`src/rtl/seq_divider_8bit_pkg.sv`:
```
// Shared definitions for the sequential restoring divider.
package seq_divider_8bit_pkg;

    // Default operand/result width.
    localparam int unsigned DefaultWidth = 8;

    // Controller states; the encoding is fixed so external observers can rely on it.
    typedef enum logic [1:0] {
        StIdle = 2'b00,
        StBusy = 2'b01,
        StDone = 2'b10
    } div_state_e;

endpackage

```
`src/rtl/div_sub_stage.sv`:
```
// Trial subtractor: a - b computed as a + ~b + 1. carry_o = 1 means no borrow (a >= b).
module div_sub_stage #(
    parameter int unsigned WIDTH = 8
) (
    input  logic [WIDTH:0] a_i,
    input  logic [WIDTH:0] b_i,
    output logic [WIDTH:0] diff_o,
    output logic           carry_o
);

    logic [WIDTH+1:0] sum;

    // Single adder with carry-in 1; the extra top bit is the carry-out.
    always_comb begin
        sum     = {1'b0, a_i} + {1'b0, ~b_i} + {{(WIDTH+1){1'b0}}, 1'b1};
        diff_o  = sum[WIDTH:0];
        carry_o = sum[WIDTH+1];
    end

endmodule

```
`src/rtl/seq_divider_8bit.sv`:
```
// Sequential restoring divider: one quotient bit per cycle, registered results.
module seq_divider_8bit
    import seq_divider_8bit_pkg::*;
#(
    parameter int unsigned WIDTH = DefaultWidth
) (
    input  logic             clk,
    input  logic             rst,
    input  logic             start,
    input  logic [WIDTH-1:0] dividend,
    input  logic [WIDTH-1:0] divisor,
    output logic             busy,
    output logic             done,
    output logic [WIDTH-1:0] quotient,
    output logic [WIDTH-1:0] remainder,
    output logic             div_by_zero
);

    localparam int unsigned CntW = $clog2(WIDTH + 1);

    div_state_e       state_q, state_d;
    logic [CntW-1:0]  cnt_q, cnt_d;
    logic [WIDTH-1:0] rem_q, rem_d;      // partial remainder
    logic [WIDTH-1:0] quo_q, quo_d;      // dividend shifting out, quotient shifting in
    logic [WIDTH-1:0] dvsr_q, dvsr_d;
    logic [WIDTH-1:0] quotient_q, quotient_d;
    logic [WIDTH-1:0] remainder_q, remainder_d;
    logic             dbz_q, dbz_d;

    logic [WIDTH:0]   trial_a;
    logic [WIDTH:0]   trial_b;
    logic [WIDTH:0]   trial_diff;
    logic             trial_carry;
    logic [WIDTH-1:0] rem_next;
    logic [WIDTH-1:0] quo_next;
    logic             unused_diff_msb;

    div_sub_stage #(
        .WIDTH (WIDTH)
    ) u_sub (
        .a_i     (trial_a),
        .b_i     (trial_b),
        .diff_o  (trial_diff),
        .carry_o (trial_carry)
    );

    // One shift-subtract step: shift {rem, quo} left, try subtracting the divisor.
    always_comb begin
        trial_a  = {rem_q, quo_q[WIDTH-1]};
        trial_b  = {1'b0, dvsr_q};
        // On success the difference is below the divisor, so its MSB is always zero.
        rem_next = trial_carry ? trial_diff[WIDTH-1:0] : trial_a[WIDTH-1:0];
        quo_next = {quo_q[WIDTH-2:0], trial_carry};
        unused_diff_msb = trial_diff[WIDTH];
    end

    // Next-state logic for the controller and datapath registers.
    always_comb begin
        state_d     = state_q;
        cnt_d       = cnt_q;
        rem_d       = rem_q;
        quo_d       = quo_q;
        dvsr_d      = dvsr_q;
        quotient_d  = quotient_q;
        remainder_d = remainder_q;
        dbz_d       = dbz_q;

        unique case (state_q)
            StIdle: begin
                if (start) begin
                    dvsr_d = divisor;
                    rem_d  = '0;
                    quo_d  = dividend;
                    cnt_d  = CntW'(WIDTH);
                    if (divisor == '0) begin
                        // Skip the iteration entirely; results are defined directly.
                        state_d     = StDone;
                        quotient_d  = '1;
                        remainder_d = dividend;
                        dbz_d       = 1'b1;
                    end else begin
                        state_d = StBusy;
                    end
                end
            end
            StBusy: begin
                rem_d = rem_next;
                quo_d = quo_next;
                cnt_d = cnt_q - CntW'(1);
                if (cnt_q == CntW'(1)) begin
                    state_d     = StDone;
                    quotient_d  = quo_next;
                    remainder_d = rem_next;
                    dbz_d       = 1'b0;
                end
            end
            StDone: begin
                state_d = StIdle;
            end
            default: begin
                state_d = StIdle;
            end
        endcase
    end

    // State registers with synchronous reset.
    always_ff @(posedge clk) begin
        if (rst) begin
            state_q     <= StIdle;
            cnt_q       <= '0;
            rem_q       <= '0;
            quo_q       <= '0;
            dvsr_q      <= '0;
            quotient_q  <= '0;
            remainder_q <= '0;
            dbz_q       <= 1'b0;
        end else begin
            state_q     <= state_d;
            cnt_q       <= cnt_d;
            rem_q       <= rem_d;
            quo_q       <= quo_d;
            dvsr_q      <= dvsr_d;
            quotient_q  <= quotient_d;
            remainder_q <= remainder_d;
            dbz_q       <= dbz_d;
        end
    end

    // Outputs decoded from registered state.
    always_comb begin
        busy        = (state_q == StBusy) || (state_q == StDone);
        done        = (state_q == StDone);
        quotient    = quotient_q;
        remainder   = remainder_q;
        div_by_zero = dbz_q;
    end

endmodule
```
`config.mk`:
```
export PLATFORM = sky130hd
export DESIGN_NAME = seq_divider_8bit
export DESIGN_NICKNAME = d
export VERILOG_FILES = /design/src/rtl/seq_divider_8bit_pkg.sv /design/src/rtl/div_sub_stage.sv /design/src/rtl/seq_divider_8bit.sv
export SDC_FILE = /design/constraint.sdc
export NUM_CORES = 1
export LEC_CHECK = 0
export ABC_AREA = 1
export CORE_MARGIN = 3
export CORE_UTILIZATION = 25
export CTS_BUF_LIST = sky130_fd_sc_hd__clkbuf_8
export DETAILED_ROUTE_END_ITERATION = 10
export GPL_ROUTABILITY_DRIVEN = 0
export PLACE_DENSITY_LB_ADDON = 0.12
export SYNTH_ARGS = -nofsm -noshare
export SYNTH_HDL_FRONTEND = slang
export SYNTH_SLANG_ARGS = --single-unit
```
`constraint.sdc`:
```
create_clock -name clk -period 1.9 [get_ports clk]
set_clock_uncertainty 0.1 [all_clocks]
set_input_delay 0.38 -clock clk [delete_from_list [all_inputs] [get_ports clk]]
set_output_delay 0.38 -clock clk [all_outputs]
set_load 0.005 [all_outputs]
```
==> impl_results.md <==
- Initial antenna violation count: 0
- Chip height: 109 um
- Wire per inst: 12.4 um
- Largest family of logic cells by synthesized area: simple AND/OR/NAND/NOR gates
- Number of fill cells: 1,067
- # setup viols final: 0
- Layout cells sized above 1: 0.171
- Row Count: 36
- Htree depth: 2
- Slew at the pin closest to its max-slew limit: 0.217 ns
- Crit-path most repeated cell: nand2_1
- Hold Vio Cnt, Final: 0
- Synthesized area per cell: 7.06 um2
- Setup Crit Path Kind: reg2reg
- Overflow after GRT: 0
- Synth Area in XOR/XNOR: 0.00995
- Leak pwr: 1.64 nW
- Initial drt markers: 103
- Max Freq: 560 MHz
- Final worst-path cycle share: 0.940
- Post-synthesis compound-gate area fraction: 0.140
- CP Buf/Inv Count: 2
- Die ar.: 0.0118 mm2
- Post-Place Worst Slack: -0.202 ns
- GR met1 Demand/Resource: 0.160
- Cell variety after synth: 34
- Port Buf Inserts: 37
- HPWL after DPL: 5.16 mm
- Crit path cell chain: ha_4 -> or2_1 -> buf_4 -> nand3_1 -> nand2_1 -> nand2_1 -> nand2_1 -> nand3_2 -> nand3_1 -> nand2_1 -> inv_1
- Clock Latency Late Sink: 0.31 ns
- CTS tree: done
- Mux contribution to synthesized area: 0
- Met3 GRT Util: 0.0272
- # diodes: 0
- First-pass GRT wire length: 11.4 mm
- Max-slew headroom: 0.855
- Maximum VDD drop: 0.397 mV
- Delay-heaviest family, CP: simple AND/OR/NAND/NOR gates
- Warnings from Yosys: 0
- Busiest grt layer: met2
- Post-synthesis instance total: 374
- Outcome: finished clean
- Peak fanout along the critical path: 3
- Met2 Usage GRT: 0.199
- Register Area: 945 um2
- Largest net degree at the start of global routing: 37
- Synth Area in Adders: 0.0692
- Worst hold path type: reg2reg
- Crit path max-delay cell type: dfxtp_1
- Nets: 465
- Synth Net Count: 407
- Final instance area: 0.00348 mm2
- PnR worst setup slack: 0.114 ns
- WP data arrival: 1.90 ns
- Clk buf depth: 2
- Synthesis-to-finish area growth: 32.0%
- ANT nets after route: 0
- Post-DP Area: 0.00331 mm2
- Final wirelength: 7.01 mm
- CP endpoint kind: register
- Startpoint types: register
- DRC violations left: 0
- Most frequent cells in the layout: inv_1, nand2_1, dfxtp_1
- Maxcap violations: 0
- Initial Util: 0.264
- Routed vias: 2,489
- Mean number of vias per cell: 4.40
- Final Util: 0.348
- Clock root buffer master: clkbuf_8
- Num Clock Sinks: 47
- Register bit total from synthesis: 47
- Seq/Total Area, Yosys: 0.356
- Simple-gate portion of the synthesized area: 0.300
- Synth area leaders: dfxtp_1, inv_1, nand2_1, o21ai_0, nor2_1
- Die width: 109 um
- Share of the synthesized area in the top cell type: 0.356
- Worst Path Required: 2.01 ns
- Total GRT Usage: 0.122
- DR pass1 iterations: 6
- Fin crit period: 1.79 ns
- Count of pins over their slew limit: 0
- CTS Buf Count: 5
- Max incr delay on CP: 0.42 ns
- Total I/O pin count: 38
- Vias in the first global route: 2,355
- Pwr Density: 981 mW/mm2
- Area of the multi-input gates: 0.00143 mm2
- Synthesized cell area: 0.00264 mm2
- Core Box Area: 0.0100 mm2
- Commonest non-fill, non-tap cell in the layout: inv_1
- Worst-path clk slew: 0.10 ns
- Synth area leader: dfxtp_1
state kept, by name, summed over array words and instances (netlist names):
| signal | cells |
|---|---|
| div_by_zero | 1 |
| rem_q | 8 |
| quotient | 8 |
| dvsr_q | 8 |
| remainder | 8 |
| quo_q | 8 |
| cnt_q | 4 |
| state_q | 2 |
final timing paths:
kind,startpoint,endpoint,slack [ns],depth (start not counted)
worst max-delay path,rem_q[1],remainder[7],0.11,11
worst min-delay path,dvsr_q[6],dvsr_q[6],0.36,2
worst max register to register,rem_q[1],remainder[7],0.11,11
worst min register to register,dvsr_q[6],dvsr_q[6],0.36,2
Yosys cell counts, drive strengths merged:
library cell and n:
clkinv 1, buf 7, a21oi 30, nand4 10, fa 1, nor3 10
nand3 30, a31oi 2, o22ai 1, a211oi 1, o21ai 35, nor2 49
or2 2, ha 13, xor2 1, clkbuf 8, o21a 1, xnor2 2
nand3b 1, dfxtp 47, inv 61, nand2 61
report_power, final:
group,switching [mW],internal (mW)
combinational,0.874,0.645
clock,0.374,0.298
sequential,0.0998,1.13
area by class of cell:
cell class | count | area share
Multi-Input combinational cell | 251 | 0.410
Clock buffer | 6 | 0.0237
Timing Repair Buffer | 65 | 0.174
Clock inverter | 2 | 0.00467
Tap cell | 133 | 0.0478
Sequential cell | 47 | 0.271
Inverter | 62 | 0.0682
layer usage:
layer / wire length [um] / share of wire / vias to the layer above
met5: 0 / 0 / -
met4: 123 / 0.018 / 0
met3: 267 / 0.038 / 9
met2: 3230 / 0.46 / 39
met1: 3390 / 0.48 / 1119
li1: - / - / 1322
cell families after synthesis:
group,after synthesis
buffers and inverters,77
flip-flops,47
AND/OR/NAND/NOR,163
AO/OA/AOI/OAI,70
adder cells (fa/ha/maj),14
XOR/XNOR,3
metrics by stage:
step	hold WS [ns]	TNS (ns)	power [mW]	cells
CTS	0.372	0	3.40	563
global placement	0.353	-1.71	2.71	555
detailed placement	0.357	-1.99	2.71	555
global route	0.402	-0.0227	3.72	566
finish	0.363	0	3.42	566
floorplan	0.333	0	2.21	374
worst reg2reg max path: stages (launching register included):
cell and delay [ns]:
dfxtp_1 0.42, ha_4 0.23, or2_1 0.25, buf_4 0.14, nand3_1 0.10, nand2_1 0.06, nand2_1 0.06, nand2_1 0.06
nand3_2 0.07, nand3_1 0.10, nand2_1 0.08, inv_1 0.03
what timing repair did:
item | 4_1_cts | 5_1_grt
endpoints found under the hold margin | 0 | 0
setup endpoints to repair | 1 | 19
cloned | 0 | 1
hold buffers | 0 | 0
resized for setup | 3 | 12
pin swaps | 0 | 4
buffers inserted | 0 | 2
(Power assumes the default switching activity.)
==> edit 1, RTL diff (same settings) <==
Take the reset off `dvsr_q` and load it in a clocked block of its own.
--- a/src/rtl/seq_divider_8bit.sv
+++ b/src/rtl/seq_divider_8bit.sv
@@ -110,7 +110,6 @@
             cnt_q       <= '0;
             rem_q       <= '0;
             quo_q       <= '0;
-            dvsr_q      <= '0;
             quotient_q  <= '0;
             remainder_q <= '0;
             dbz_q       <= 1'b0;
@@ -119,11 +118,14 @@
             cnt_q       <= cnt_d;
             rem_q       <= rem_d;
             quo_q       <= quo_d;
-            dvsr_q      <= dvsr_d;
             quotient_q  <= quotient_d;
             remainder_q <= remainder_d;
             dbz_q       <= dbz_d;
         end
+    end
+
+    always_ff @(posedge clk) begin
+        dvsr_q <= dvsr_d;
     end
 
     // Outputs decoded from registered state.
Function: same outputs for any inputs over 10 cycles, from zero or initial values and one cycle with rst high; that may be too few to reach the edited logic, so the function may still have changed.
==> edit 1 against the unedited design <==
- setup slack worse by 0.010 ns
- power down 3.8%
- sequential cell count unchanged
- area after synthesis up 0.33%
- critical endpoint is now rem_q[1]$_SDFFE_PP0P_
- largest cell class unchanged
- count of clock-buffer cells in the layout down 1
- cell area up 4.8%
- routed wire length down 3.6%
==> edit 1: results (changes against the unedited design) <==
outcome:
  status: "finished, final reports clean"
placed_design:
  dp.final_hpwl_um: 5119  # -0.80%
  dp_slack_ns: -0.1750  # +0.02739 ns
  dp.cells: 540  # -2.7%
  place_area_um2: 3347  # +1.2%
final_layout:
  drive_above_1_share_pct: 22.49  # +5.4 points
  fin_nets: 450  # -3.2%
  fillCellCount: 1085  # +1.7%
  areaGrowthSynthToFinish_pct: 37.84
  layout.cells.non_filler: 551  # -2.7%
yosys:
  synth-edff-count: 8  # +8
  synthTopCellsByCount: "59 x inv_1, 55 x nand2_1, 49 x nor2_1, 39 x dfxtp_1, 24 x o21ai_0"
  synth_nets: 389  # -4.4%
  synth_compound_area_share_pct: 10.82  # -3.2 points
  synth_seq_area_share_pct: 38.55  # +2.9 points
  synthDistinctLibCells: 36  # +5.9%
  yosys-top-cells-area: "dfxtp_1 29%, edfxtp_1 9.1%, inv_1 8.4%"
  synth_top_area_share_pct: 29.48  # -6.2 points
  synth-adder-area-share_pct: 6.897  # -0.023 points
  synth.avg_cell_area_um2: 7.440  # +5.4%
worst_setup_path:
  critical_path.max_stage_delay_ns: 0.39  # -0.03 ns
  crit_end: "rem_q[1]$_SDFFE_PP0P_"
  cp_max_fo: 5  # +2
  critPathLaunch: "dvsr_q[2]$_DFFE_PP_"
  slowest_stage: "edfxtp_1"
detailed_routing:
  dr.pass1.iters: 4  # -2
  route.met2.wl_um: 3114  # -3.6%
  drt-initial-drc-count: 81  # -21%
  wire_per_inst_um: 12.26  # -1.0%
  wl_met3_um: 265  # -0.75%
  wl_met1_um: 3255  # -4.0%
global_route:
  grt_use_met3_pct: 2.427  # -0.30 points
  grt_max_degree: 26  # -30%
  grt_util_met2_pct: 19.30  # -0.56 points
  grt_pass1_wl_um: 11270  # -0.85%
  grtUsageTotal_pct: 12.15  # -0.040 points
  grt_pass1_vias: 2295  # -2.5%
  use_met1_pct: 16.62  # +0.65 points
power:
  power.total_mw: 3.287  # -3.8%
  seq_power_share_pct: 37.3  # +1.4 points
  ir_drop_mv: 0.3473  # -12%
  p_clk_mw: 0.913  # +36%
  switching_share_pct: 33.34  # -6.1 points
  p_leak_nw: 1.728  # +5.5%
sta:
  worst_hold_slack_ns: 0.4086  # +0.04539 ns
  max_freq_mhz: 556.5  # -0.58%
  worst_slew_pin_slew_ns: 0.4044  # +0.1874 ns
min_path:
  min-delay-start: "cnt_q[2]$_SDFFE_PP0P_"
  worstHoldEndpoint: "cnt_q[2]$_SDFFE_PP0P_"
clock_tree:
  cts_buffer_depth: 2  # unchanged
-- edit 1: changes by cell type in the layout (fill, tap and decap cells not counted), moves of 3 or more --
cell | unedited run | this run
nor2_1 | 43 | 49
nand2_8 | 0 | 3
dfxtp_1 | 44 | 35
nand3_2 | 9 | 13
edfxtp_1 | 0 | 8
o21ai_0 | 35 | 24
inv_2 | 2 | 11
nor3_1 | 9 | 1
o21ai_1 | 0 | 3
inv_1 | 58 | 53
nand3_1 | 21 | 15
a21oi_1 | 28 | 19
-- edit 1: tightest hold or removal path, cell delays in order (launching register included) --
cell	delay (ns)
dfxtp_1	0.32
inv_1	0.08
a211oi_1	0.07
-- edit 1: cell type report --
type                            count  area share [%]
Clock inverter                      3           1.953
Inverter                           66           6.923
Multi-Input combinational cell    232           39.51
Clock buffer                        5           1.885
Tap cell                          133           4.558
Timing Repair Buffer               65           17.07
Sequential cell                    47           28.10
-- edit 1: timing repair --
item,4_1_cts,5_1_grt
resized for setup,4,31
pin swaps,0,13
setup endpoints to repair,2,25
buffers inserted,2,1
==> edit 2, RTL diff (config.mk and constraints unchanged) <==
Made on the original files. Set the package constant `DefaultWidth` to 16 (it was 8).
--- a/src/rtl/seq_divider_8bit_pkg.sv
+++ b/src/rtl/seq_divider_8bit_pkg.sv
@@ -2,7 +2,7 @@
 package seq_divider_8bit_pkg;
 
     // Default operand/result width.
-    localparam int unsigned DefaultWidth = 8;
+    localparam int unsigned DefaultWidth = 16;
 
     // Controller states; the encoding is fixed so external observers can rely on it.
     typedef enum logic [1:0] {
Interface: changed (resized dividend, divisor, quotient and remainder); port bits go from 38 to 70. The function was not compared with the original's and may differ.
==> edit 2 against the unedited design <==
- the run now ends with setup timing left
- core utilization increased by 5.2 points
- cell area grew 120%
- die area rose by 82%
- power increased to 4.2 times the old value
- via count up 110%
- routed wire length grew 130%
- fmax fell by 8.3%
- sequential cell count is 41 higher
- setup slack got worse by 0.16 ns
- area after synthesis grew 88%
- critical path type unchanged
- largest cell class unchanged
==> edit 2: results (changes against the unedited design) <==
sta:
  finalSetupViolCount: 27  # +27
  relSlewSlack_pct: 79.22  # -6.3 points
  slew_viol_final: 0  # unchanged
  fin_ws_ns: -0.04814  # -0.1617 ns
power:
  switching_share_pct: 45.74  # +6.3 points
  ir_drop_mv: 0.6691  # +69%
  p_leak_nw: 3.703  # +130%
final_layout:
  fin_nets: 980  # +110%
  layout.cells.non_filler: 1188  # +110%
  drive_above_1_share_pct: 31.47  # +14 points
  fillCellCount: 2033  # +91%
detailed_routing:
  via_count: 5108  # +110%
  dr.pass1.iters: 4  # -2
  wire_per_inst_um: 13.57  # +9.6%
  drt-initial-drc-count: 220  # +110%
clock_tree:
  clkLatencyLatePin_ns: 0.38  # +0.07 ns
  cts_buffers: 9  # +4
  h-tree-depth: 3  # +1
placed_design:
  dp.final_hpwl_um: 11630  # +130%
  port_buffers: 69  # +86%
  dp_slack_ns: -0.4773  # -0.2748 ns
worst_setup_path:
  cp_max_fo: 4  # +1
  slowest_stage: "dfxtp_2"
  critical_path.max_stage_delay_ns: 0.35  # -0.07 ns
yosys:
  synthDistinctLibCells: 36  # +5.9%
  synth.avg_cell_area_um2: 6.488  # -8.1%
  synth_compound_area_share_pct: 14.27  # +0.24 points
  synth-adder-area-share_pct: 5.697  # -1.2 points
  synthTopCellsByCount: "145 x nand2_1, 125 x inv_1, 110 x nor2_1, 88 x dfxtp_1, 68 x o21ai_0"
  synth_nets: 822  # +100%
  synth_seq_area_share_pct: 35.49  # -0.15 points
  synthXorXnorAreaFrac_pct: 1.412  # +0.42 points
  yosys-top-cells-area: "dfxtp_1 35%, nand2_1 11%, inv_1 9.5%"
global_route:
  grtUsageTotal_pct: 14.80  # +2.6 points
  grt_max_degree: 56  # +51%
  grt_pass1_wl_um: 25750  # +130%
min_path:
  hold_path_class: "input port to flop"
outcome:
  failed_checks: "setup timing"
  status: "finished, violations left"
-- edit 2: changes by cell type in the layout (fill, tap and decap cells not counted), moves of 14 or more --
cell             delta
dfxtp_1            +22
dfxtp_2            +19
a21oi_1            +25
inv_1              +53
ha_4               +14
o21ai_0            +32
buf_4              +73
nand3_2            +25
nand2_1            +58
clkdlybuf4s50_1    +31
nor2_1             +57
nand2_2            +30
-- edit 2: worst paths after layout --
kind	start	end	depth (start not counted)	slack, ns
worst min-delay path	divisor[0]	dvsr_q[0]$_SDFFE_PP0P_	3	0.30
worst min register to register	dvsr_q[10]$_SDFFE_PP0P_	dvsr_q[10]$_SDFFE_PP0P_	2	0.38
worst max register to register	rem_q[1]$_SDFFE_PP0P_	remainder[15]$_SDFFE_PP0P_	13	-0.05
worst max-delay path	rem_q[1]$_SDFFE_PP0P_	remainder[15]$_SDFFE_PP0P_	13	-0.05
-- edit 2: area by class of cell --
class | instances | area, µm² | area share (%)
Clock buffer | 9 | 123.9 | 1.622
Clock inverter | 7 | 76.32 | 0.9997
Inverter | 127 | 479.2 | 6.277
Multi-Input combinational cell | 517 | 3203 | 41.95
Sequential cell | 88 | 1789 | 23.43
Tap cell | 260 | 325.3 | 4.261
Timing Repair Buffer | 180 | 1638 | 21.45
-- edit 2: logic make-up after synthesis --
family,Yosys count
AND/OR/NAND/NOR,353
adder cells (fa/ha/maj),22
AO/OA/AOI/OAI,134
flip-flops,88
XOR/XNOR,8
buffers and inverters,160
-- edit 2: timing repair --
action | 4_1_cts | 5_1_grt
hold buffers | 0 | 0
pin swaps | 23 | 27
buffers inserted | 4 | 6
gates resized for setup | 106 | 55
endpoints found under the setup margin | 52 | 50
-- edit 2: through the flow --
| step | util [%] | cell area, µm² | setup TNS, ns |
|---|---|---|---|
| 2_1_floorplan | - | 5045 | 0 |
| 5_1_grt | 40.01 | 7635 | -4.451 |
| 3_3_place_gp | 35.46 | 6765 | -17.96 |
| 6_report | 40.01 | 7635 | -0.5707 |
| 3_5_place_dp | 35.46 | 6765 | -17.58 |
| 4_1_cts | 38.68 | 7380 | -0.3627 |
-- edit 2: metal layers --
metal  wire (µm)  GRT usage [%]  share of wire (%)  up-vias
met4         217          4.101                1.3        0
li1            -              -                  -     2732
met3         468          2.869                2.9       12
met2        7641          24.66                 47       69
met1        7793          19.59                 48     2295
met5           0              0                  0        -
-- edit 2: power by group through the flow --
stage                     sequential (mW)  combinational, mW  clock (mW)
after floorplan                      2.83               4.72           0
after global placement               2.94               8.22           0
after detailed placement             2.93               8.21           0
after CTS                            2.97               9.27        1.47
after global routing                 3.05               10.9        1.54
final                                2.98               9.88        1.40
